--- config.mk ---
export PLATFORM = sky130hd
export DESIGN_NAME = fft_twiddle_sequencer
export DESIGN_NICKNAME = d
export VERILOG_FILES = /design/src/rtl/fft_twiddle_sequencer.sv
export SDC_FILE = /design/constraint.sdc
export NUM_CORES = 1
export LEC_CHECK = 0
export ABC_AREA = 1
export BUFFER_PORTS_ARGS = -buffer_cell sky130_fd_sc_hd__buf_2
export CORE_MARGIN = 5
export CORE_UTILIZATION = 31
export DETAILED_ROUTE_END_ITERATION = 10
export SKIP_LAST_GASP = 1
export SLEW_MARGIN = 30
export SYNTH_ARGS = -nofsm -noshare
export SYNTH_HDL_FRONTEND = slang
export SYNTH_SLANG_ARGS = --single-unit
--- constraint.sdc ---
create_clock -name i_clk -period 5.09 [get_ports i_clk]
set_input_delay 1.018 -clock i_clk [delete_from_list [all_inputs] [get_ports i_clk]]
set_output_delay 1.018 -clock i_clk [all_outputs]
set_load 0.01 [all_outputs]
--- src/rtl/fft_twiddle_sequencer.sv ---
// Radix-2 DIT twiddle stream W_N^k in Q1.15 {re, im}, quarter-wave cosine ROM with folding.
// Define FFT_TWIDDLE_INVERSE_EN to add i_inverse (conjugate twiddles for the IFFT).
module fft_twiddle_sequencer #(
   parameter int unsigned N = 256,
   parameter int unsigned F = 15
) (
   input  logic                         i_clk,
   input  logic                         i_rst_n,
   input  logic                         i_start,
   input  logic                         i_ready,
`ifdef FFT_TWIDDLE_INVERSE_EN
   input  logic                         i_inverse,
`endif
   output logic                         o_valid,
   output logic signed [0:1][15:0]      o_twiddle,
   output logic [$clog2($clog2(N))-1:0] o_stage,
   output logic [$clog2(N)-2:0]         o_k,
   output logic                         o_busy,
   output logic                         o_done
);

   localparam int unsigned LogN    = $clog2(N);
   localparam int unsigned SW      = $clog2(LogN);
   localparam int unsigned KW      = LogN - 1;
   localparam int unsigned AW      = $clog2(N / 4 + 1);
   localparam int unsigned Quarter = N / 4;
   localparam logic [KW:0] HalfX   = {1'b1, {KW{1'b0}}};
   localparam longint      PiQ30   = 64'sd3373259426;

   // Integer Taylor series (Q30) so the table is fixed at elaboration without real math.
   function automatic logic signed [15:0] cos_q(input int unsigned m);
      longint x, x2, term, sum, res;
      if (m > Quarter) return '0;
      x    = (longint'(2) * PiQ30 * longint'(m)) / longint'(N);
      x2   = (x * x) >>> 30;
      term = longint'(1) << 30;
      sum  = term;
      for (int n = 1; n < 12; n++) begin
         term = -((term * x2) >>> 30) / longint'((2 * n - 1) * (2 * n));
         sum  = sum + term;
      end
      res = (sum * (longint'(1) << F) + (longint'(1) << 29)) >>> 30;
      if (res > 32767) res = 32767;
      if (res < 0) res = 0;
      return 16'(res);
   endfunction

   logic signed [15:0] w_rom [2**AW];
   for (genvar m = 0; m < 2**AW; m++) begin : g_rom
      localparam logic signed [15:0] Val = cos_q(m);
      assign w_rom[m] = Val;
   end

   typedef enum logic [1:0] {StIdle, StRun, StDrain, StDone} state_t;

   state_t             r_state, w_state_d;
   logic [SW-1:0]      r_stage;
   logic [KW-1:0]      r_j;
   logic               r_p0_valid, r_p0_neg_re;
   logic [AW-1:0]      r_p0_addr_re, r_p0_addr_im;
   logic [SW-1:0]      r_p0_stage;
   logic [KW-1:0]      r_p0_k;
   logic               r_valid;
   logic signed [15:0] r_re, r_im;
   logic [SW-1:0]      r_stage_o;
   logic [KW-1:0]      r_k_o;

   logic               w_adv, w_issue, w_last, w_final_hs, w_neg_re, w_im_pos;
   logic [KW-1:0]      w_mask, w_shamt, w_k;
   logic [KW:0]        w_kx;
   logic [AW-1:0]      w_addr_re, w_addr_im;
   logic signed [15:0] w_rd_re, w_rd_im, w_re, w_im;

`ifdef FFT_TWIDDLE_INVERSE_EN
   logic r_inv;
   always_ff @(posedge i_clk or negedge i_rst_n) begin
      if (!i_rst_n) r_inv <= 1'b0;
      else if (r_state == StIdle && i_start) r_inv <= i_inverse;
   end
   assign w_im_pos = r_inv;
`else
   assign w_im_pos = 1'b0;
`endif

   assign w_adv      = !r_valid || i_ready;
   assign w_issue    = (r_state == StRun) && w_adv;
   assign w_last     = (r_stage == SW'(LogN - 1)) && (r_j == '1);
   assign w_final_hs = (r_state == StDrain) && r_valid && i_ready && !r_p0_valid;

   // P0: exponent and quadrant fold into two ROM addresses.
   always_comb begin
      w_mask    = (KW'(1) << r_stage) - KW'(1);
      w_shamt   = KW'(LogN - 1) - KW'(r_stage);
      w_k       = (r_j & w_mask) << w_shamt;
      w_kx      = {1'b0, w_k};
      w_addr_re = AW'(w_k);
      w_addr_im = AW'(KW'(Quarter) - w_k);
      w_neg_re  = 1'b0;
      if (w_k > KW'(Quarter)) begin
         w_addr_re = AW'(HalfX - w_kx);
         w_addr_im = AW'(w_k - KW'(Quarter));
         w_neg_re  = 1'b1;
      end
   end

   // P1: ROM read and sign application.
   always_comb begin
      w_rd_re = w_rom[r_p0_addr_re];
      w_rd_im = w_rom[r_p0_addr_im];
      w_re    = r_p0_neg_re ? -w_rd_re : w_rd_re;
      w_im    = w_im_pos ? w_rd_im : -w_rd_im;
   end

   always_comb begin
      w_state_d = r_state;
      case (r_state)
         StIdle:  if (i_start) w_state_d = StRun;
         StRun:   if (w_issue && w_last) w_state_d = StDrain;
         StDrain: if (w_final_hs) w_state_d = StDone;
         StDone:  w_state_d = StIdle;
         default: w_state_d = StIdle;
      endcase
   end

   always_ff @(posedge i_clk or negedge i_rst_n) begin
      if (!i_rst_n) begin
         r_state      <= StIdle;
         r_stage      <= '0;
         r_j          <= '0;
         r_p0_valid   <= 1'b0;
         r_p0_neg_re  <= 1'b0;
         r_p0_addr_re <= '0;
         r_p0_addr_im <= '0;
         r_p0_stage   <= '0;
         r_p0_k       <= '0;
         r_valid      <= 1'b0;
         r_re         <= '0;
         r_im         <= '0;
         r_stage_o    <= '0;
         r_k_o        <= '0;
      end else begin
         r_state <= w_state_d;
         if (w_issue) begin
            if (r_j == '1) begin
               r_j     <= '0;
               r_stage <= w_last ? '0 : r_stage + 1'b1;
            end else begin
               r_j <= r_j + 1'b1;
            end
         end
         if (w_adv) begin
            r_p0_valid <= w_issue;
            if (w_issue) begin
               r_p0_addr_re <= w_addr_re;
               r_p0_addr_im <= w_addr_im;
               r_p0_neg_re  <= w_neg_re;
               r_p0_stage   <= r_stage;
               r_p0_k       <= w_k;
            end
            r_valid <= r_p0_valid;
            if (r_p0_valid) begin
               r_re      <= w_re;
               r_im      <= w_im;
               r_stage_o <= r_p0_stage;
               r_k_o     <= r_p0_k;
            end
         end
      end
   end

   assign o_valid   = r_valid;
   assign o_twiddle = {r_re, r_im};
   assign o_stage   = r_stage_o;
   assign o_k       = r_k_o;
   assign o_busy    = (r_state == StRun) || (r_state == StDrain);
   assign o_done    = (r_state == StDone);

endmodule
==> results of run 1 <==
[worst reg2reg max path, stage by stage, from the launching register on]
cell	delay, ns
sky130_fd_sc_hd__dfrtp_1	0.54
sky130_fd_sc_hd__inv_1	0.74
sky130_fd_sc_hd__ha_1	0.41
sky130_fd_sc_hd__nand2_1	0.24
sky130_fd_sc_hd__nand2_1	0.14
sky130_fd_sc_hd__nand2_1	0.10
sky130_fd_sc_hd__nand2_1	0.06
sky130_fd_sc_hd__nand3_1	0.07
sky130_fd_sc_hd__nand3_1	0.16
sky130_fd_sc_hd__ha_1	0.26
sky130_fd_sc_hd__inv_1	0.06
sky130_fd_sc_hd__nor2_1	0.04
sky130_fd_sc_hd__nand3_1	0.13
sky130_fd_sc_hd__nand2_2	0.09
sky130_fd_sc_hd__nand2_1	0.08
sky130_fd_sc_hd__nand2_1	0.05
sky130_fd_sc_hd__nand3_1	0.06
sky130_fd_sc_hd__nand2_1	0.05
[logic make-up (layout without fill, tap and decap cells)]
family / count (synthesis) / count (layout)
simple gates: 693 / 693
fa+ha+maj: 37 / 37
flops: 79 / 79
xor+xnor: 9 / 9
buf+inv: 161 / 175
compound gates: 175 / 175
[layer usage]
layer	global-route usage, %	wire, um	up-vias
met2	24.00	9155	390
met5	0	0	-
li1	-	-	3789
met1	23.55	10160	3465
met3	2.750	1793	57
met4	6.024	606	0
[state kept, by name (all words and copies together), names as in the netlist, 2 cells and up]
name and count:
r_im 16, r_re 16, o_k 7, r_j 7, r_p0_addr_re 7, r_p0_addr_im 6
r_p0_k 6, o_stage 3, r_p0_stage 3, r_stage 3, r_state 2
[final timing paths]
path	to
setup reg to reg	r_re[8]
min in group asynchronous	o_valid
hold / removal	r_im[1]
setup / recovery	r_re[8]
hold reg to reg	r_im[1]
max in group asynchronous	r_re[12]
[cell usage after synthesis, types with 13 or more instances]
cell type and number:
sky130_fd_sc_hd__o211ai_1 13, sky130_fd_sc_hd__a21oi_1 49, sky130_fd_sc_hd__o21ai_0 84, sky130_fd_sc_hd__ha_1 37, sky130_fd_sc_hd__inv_1 95, sky130_fd_sc_hd__nand4_1 16, sky130_fd_sc_hd__nand3_1 141, sky130_fd_sc_hd__nand2_2 13
sky130_fd_sc_hd__buf_2 22, sky130_fd_sc_hd__nor2_1 66, sky130_fd_sc_hd__nand2_1 419, sky130_fd_sc_hd__dfrtp_1 79
[stage by stage]
step	std cells	total power, uW	utilization, %
2_1_floorplan	1154	4612	-
3_3_place_gp	1471	5591	32.69
3_5_place_dp	1471	5569	32.69
4_1_cts	1487	6266	34.00
5_1_grt	1487	6932	34.00
6_report	1487	6275	34.00
[final cells by class]
type / instances / area (sq um)
Tap cell: 319 / 399.1
Timing Repair Buffer: 53 / 280.3
Clock inverter: 7 / 80.08
Inverter: 106 / 401.6
Clock buffer: 9 / 225.2
Sequential cell: 79 / 1977
Multi-Input combinational cell: 914 / 4547
Fill cell: 2560 / 15350
[report_power, final]
group	switching, uW	total [uW]	internal [uW]	leakage, uW
Combinational	2920	4340	1410	0.00303
Clock	276	662	386	0.000148
Sequential	369	1280	908	0.000979
Total	3570	6280	2710	0.00415
==> results.cfg, run 1 <==
[synth]
synth_nets = 1195
synth_enable_flop_cells = 0
synth_xor_area_share_pct = 1.085
ys_seq_area_share_pct = 27.22
synth_top_family_by_area = simple AND/OR/NAND/NOR gates
synth.cell_area_sq_um = 7263
yosys_register_bits = 79
netlist.area_leader.share_pct = 27.22
yosysUniqueCellTypes = 48
synth_compound_gate_area_share_pct = 13.37
synth_flop_cell = sky130_fd_sc_hd__dfrtp_1
postSynth.asyncResetShare_pct = 100.0
synth_top_cell_by_area = sky130_fd_sc_hd__dfrtp_1
synthesis.instances = 1154
synthMuxAreaShare_pct = 0
post_synth_fa_ha_maj_area_fraction_pct = 6.374
post_synth_and_or_nand_nor_area_fraction_pct = 41.74
ys_top_cells_by_area = sky130_fd_sc_hd__dfrtp_1, sky130_fd_sc_hd__nand2_1, sky130_fd_sc_hd__nand3_1, sky130_fd_sc_hd__ha_1, sky130_fd_sc_hd__o21ai_0
yosysWarnings = 0
post_synth.cell_area_avg_sq_um = 6.294

[setup_path]
cpLargestDelayFamily = simple AND/OR/NAND/NOR gates
crit_path_start = r_p0_addr_re[0]
type_of_the_setup_path_with_the_least_slack = flip-flop to flip-flop
timing.critical_path.fanout_max = 22
start_kind = flip-flop
critical_path_data_required_time_ns = 5.33
critical_path.max_stage_delay_ns = 0.74
r2r.worst_path.cells = 17
r2r-start = r_p0_addr_re[0]
flop_to_flop_setup_slack_ns = 1.73
critical_path_depth = 17
cp_num_buf_inv = 2
timing.critical_path.to_type = flip-flop
crit_top_cell = sky130_fd_sc_hd__nand2_1
worstPathArrival_ns = 3.60
timing.critical_path.slowest_stage_cell = sky130_fd_sc_hd__inv_1
cell_chain_critical_path = inv_1, ha_1, nand2_1, nand2_1, nand2_1, nand2_1, nand3_1, nand3_1, ha_1, inv_1, nor2_1, nand3_1, nand2_2, nand2_1, nand2_1, nand3_1, nand2_1

[clock_tree]
cts_htree_levels = 3
clock_tree_from_tritoncts = yes
numClockSinks = 79
postCtsHoldBufs = 0
clock_root_cell = sky130_fd_sc_hd__clkbuf_16
clk_latency_ns = 0.34
clock_tree.buffer_depth = 2
cts_post_setup_buffers_inserted = 0
cts_repair_resize_count = 0
numCtsBuffers = 9
clkSlewWorstSetupHoldPaths_ns = 0.07

[sta]
finalHoldViolations = 0
totalNegativeSetupSlack_ns = 0
setup_viol_count_final = 0
final.setup.worst_slack_ns = 1.726
finalMaxSlewViolations = 0
layout_worst_path_cycle_share_pct = 66.09
final_period_minus_worst_setup_slack_ns = 3.364
max_slew.worst_pin.slew_ns = 0.9004
skew_ns = 0.008587
finalHoldWorstSlack_ns = 0.4694
clock.fmax_mhz = 297.3
maxSlewHeadroom_pct = 39.91
rsz0062_at_grt = no

[finish]
area.growth.synth_to_final_pct = 8.906
finalNetCount = 1204
post_route_cells_drive_above_1_share_pct = 10.10
num_antenna_cells = 0
final_cell_area_sq_um = 7910
mostFrequentLayoutCell = sky130_fd_sc_hd__nand2_1
final_cell_mix = sky130_fd_sc_hd__nand2_1, sky130_fd_sc_hd__nand3_1, sky130_fd_sc_hd__inv_1

[global_route]
grt_util_all_layers_pct = 16.19
globalRoute.totalOverflow = 0
grt_start_max_net_pins = 56
first_global_vias = 6865
initial_antenna_violation_count = 0
grt_first_pass_wirelength_mm = 35.46

[placement]
io_buffer_count = 48
dpl.hpwl_mm = 16.01
gp_routability_congestion = 0.9985
pre_cts_ws_ns = 1.780
detailed_place.area_sq_um = 7605

[die]
placementRows = 56
floorplan.die.width_um = 163.1
ios = 49
dieHeight_um = 163.1
die-area_sq_um = 26590
initial_core_util_pct = 31.22
core_sq_um = 23260

[detailed_routing]
remaining_drc_errors = 0
detailed_route_wire_length_per_cell_um = 14.61
totalWireLength_mm = 21.72
detailedRoute.firstIterationViolations = 952
vias_per_cell = 5.179
first_pass_iters = 6
drt.antenna.violating_nets = 0
count_of_vias_placed_by_the_detailed_router = 7701

[min_path]
min_path_type = flip-flop to flip-flop
worstHoldStart = r_im[1]
min_path_cells = 2

[run_status]
status = complete, no violations

[run]
total_of_max_cap_violations = 0

[power_and_ir_drop]
cellLeakagePower_uw = 0.004152
p_per_area_nw_per_um2 = 793.3
ir_worst_vdd_mv = 0.2851
(Power assumes the default switching activity.)
==> run 2: changes to the inputs <==
==> constraint.sdc (replaced) <==
create_clock -name i_clk -period 2.89 [get_ports i_clk]
set_input_delay 0.578 -clock i_clk [delete_from_list [all_inputs] [get_ports i_clk]]
set_output_delay 0.578 -clock i_clk [all_outputs]
set_load 0.01 [all_outputs]
==> run 2 against run 1 <==
Utilization up 1.2 points. Maximum frequency up 32%. Sequential power up 55%. Final area up 3.6%. Combinational power up 91%. Clock power up 68%. Non-clock buffer count up 37. Clock-buffer cell count up 1. Via count up 0.83%. Final cell count up 2.5%. Register-to-register slack worse by 1.4 ns. Largest cell class unchanged.
==> results.cfg, run 2 (synthesis gave the netlist of run 1 again) <==
[run_status]
status = complete, no violations

[placement]
pre_cts_ws_ns = 0.3731
dpl.hpwl_mm = 16.97
detailed_place.area_sq_um = 7875
io_buffer_count = 48
gp_routability_congestion = 1.005
dp.cells = 1507

[finish]
final_cell_mix = sky130_fd_sc_hd__nand2_1, sky130_fd_sc_hd__nand3_1, sky130_fd_sc_hd__inv_1
mostFrequentLayoutCell = sky130_fd_sc_hd__nand2_1
area.growth.synth_to_final_pct = 12.80
post_route_cells_drive_above_1_share_pct = 12.86
finish.cell_count_without_fillers = 1524
final_cell_area_sq_um = 8193
fillCellCount = 2533
finalNetCount = 1241
multi_input_comb_area_sq_um = 4547
seq_area_sq_um = 1977
num_antenna_cells = 0
reg_top3 = r_im x16, r_re x16

[sta]
finalMaxSlewViolations = 0
final.setup.worst_slack_ns = 0.3483
totalNegativeSetupSlack_ns = 0
maxSlewHeadroom_pct = 50.40
max_slew.worst_pin.slew_ns = 0.7440
clock.fmax_mhz = 393.4
layout_worst_path_cycle_share_pct = 87.95
skew_ns = 0.01048
final_period_minus_worst_setup_slack_ns = 2.542
finalHoldViolations = 0
rsz0062_at_grt = no
setup_viol_count_final = 0

[global_route]
grt_first_pass_wirelength_mm = 37.08
first_global_vias = 7268
grt_util_all_layers_pct = 17.07
grt_start_max_net_pins = 64
initial_antenna_violation_count = 0
globalRoute.totalOverflow = 0

[clock_tree]
clock_tree_from_tritoncts = yes
numCtsBuffers = 9
cts_repair_resize_count = 0
clk_latency_ns = 0.35
clkSlewWorstSetupHoldPaths_ns = 0.06
cts_post_setup_buffers_inserted = 0
cts_htree_levels = 3
postCtsHoldBufs = 0
numClockSinks = 79
clock_tree.buffer_depth = 2
clock_root_cell = sky130_fd_sc_hd__clkbuf_16

[detailed_routing]
count_of_vias_placed_by_the_detailed_router = 7765
detailedRoute.firstIterationViolations = 906
totalWireLength_mm = 22.53
first_pass_iters = 6
remaining_drc_errors = 0
detailed_route_wire_length_per_cell_um = 14.79
vias_per_cell = 5.095
drt.antenna.violating_nets = 0

[power_and_ir_drop]
ir_worst_vdd_mv = 0.5190
p_per_area_nw_per_um2 = 1389
cellLeakagePower_uw = 0.004331
finalPower_uw = 11380

[setup_path]
critical_path_data_required_time_ns = 3.17
type_of_the_setup_path_with_the_least_slack = flip-flop to flip-flop
start_kind = flip-flop
timing.critical_path.fanout_max = 11
timing.critical_path.to_type = flip-flop
worstPathArrival_ns = 2.82

[die]
die-area_sq_um = 26590
dieHeight_um = 163.1
core_sq_um = 23260
ios = 49
initial_core_util_pct = 31.22
floorplan.die.width_um = 163.1
placementRows = 56

[run]
total_of_max_cap_violations = 0

[min_path]
min_path_type = primary input to asynchronous set/reset pin
## run 2: cell types whose count changed in the layout (fill, tap and decap cells not counted)
cell	previous run	this run
sky130_fd_sc_hd__buf_16	0	1
sky130_fd_sc_hd__buf_4	6	42
sky130_fd_sc_hd__bufinv_16	1	0
sky130_fd_sc_hd__clkbuf_8	0	1
sky130_fd_sc_hd__clkinv_2	2	1
sky130_fd_sc_hd__inv_6	1	3
sky130_fd_sc_hd__inv_8	1	0
## run 2: final cells by class
cell class                      count  share of cell area [%]
Clock inverter                      6                  0.6261
Tap cell                          319                   4.872
Timing Repair Buffer               90                   7.056
Inverter                          106                   4.902
Multi-Input combinational cell    914                   55.50
Sequential cell                    79                   24.13
Clock buffer                       10                   2.917
## run 2: final timing paths
| path | endpoint | slack (ns) | depth (start not counted) | startpoint |
|---|---|---|---|---|
| max reg2reg | r_p0_addr_re[1] | 0.35 | 18 | r_stage[0] |
| max | r_p0_addr_re[1] | 0.35 | 18 | r_stage[0] |
| max in group asynchronous | o_k[0] | 2.26 | 2 | i_rst_n |
| min reg2reg | r_im[1] | 0.46 | 2 | r_im[1] |
| min | r_state[1] | 0.10 | 1 | i_rst_n |
| min in group i_clk | r_im[1] | 0.46 | 2 | r_im[1] |
## run 2: worst max-delay path, cell delays in order (launching register included)
cell                       delay (ns)
sky130_fd_sc_hd__dfrtp_1         0.34
sky130_fd_sc_hd__buf_4           0.18
sky130_fd_sc_hd__ha_1            0.25
sky130_fd_sc_hd__nand2_1         0.08
sky130_fd_sc_hd__ha_1            0.27
sky130_fd_sc_hd__inv_1           0.07
sky130_fd_sc_hd__nand2_1         0.05
sky130_fd_sc_hd__o21ai_1         0.18
sky130_fd_sc_hd__nand3_1         0.16
sky130_fd_sc_hd__ha_1            0.26
sky130_fd_sc_hd__nand2_2         0.08
sky130_fd_sc_hd__clkinv_2        0.07
sky130_fd_sc_hd__nand2_4         0.09
sky130_fd_sc_hd__nor2_8          0.06
sky130_fd_sc_hd__nand2_8         0.10
sky130_fd_sc_hd__nand3_4         0.08
sky130_fd_sc_hd__nand2_1         0.07
sky130_fd_sc_hd__nand2_1         0.05
sky130_fd_sc_hd__nand2_1         0.06
## run 2: metal layers
layer / global-route usage (%) / wire length [um] / vias up
li1: - / - / 3860
met2: 27.21 / 10040 / 316
met1: 23.63 / 10430 / 3547
met3: 2.978 / 1596 / 42
met5: 0 / 0 / -
met4: 5.337 / 471 / 0
## run 2: report_power, final
| part | total (uW) | switching [uW] | internal (uW) |
|---|---|---|---|
| Sequential | 1990 | 381 | 1610 |
| Clock | 1110 | 491 | 617 |
| Combinational | 8280 | 5530 | 2750 |
| Total | 11400 | 6400 | 4980 |
## run 2: stage by stage
stage,util (%),hold slack [ns]
after floorplan,-,0.2824
after global placement,33.85,0.4588
after detailed placement,33.85,0.4539
after CTS,35.10,0.3437
after global routing,35.22,0.1050
final,35.22,0.1020
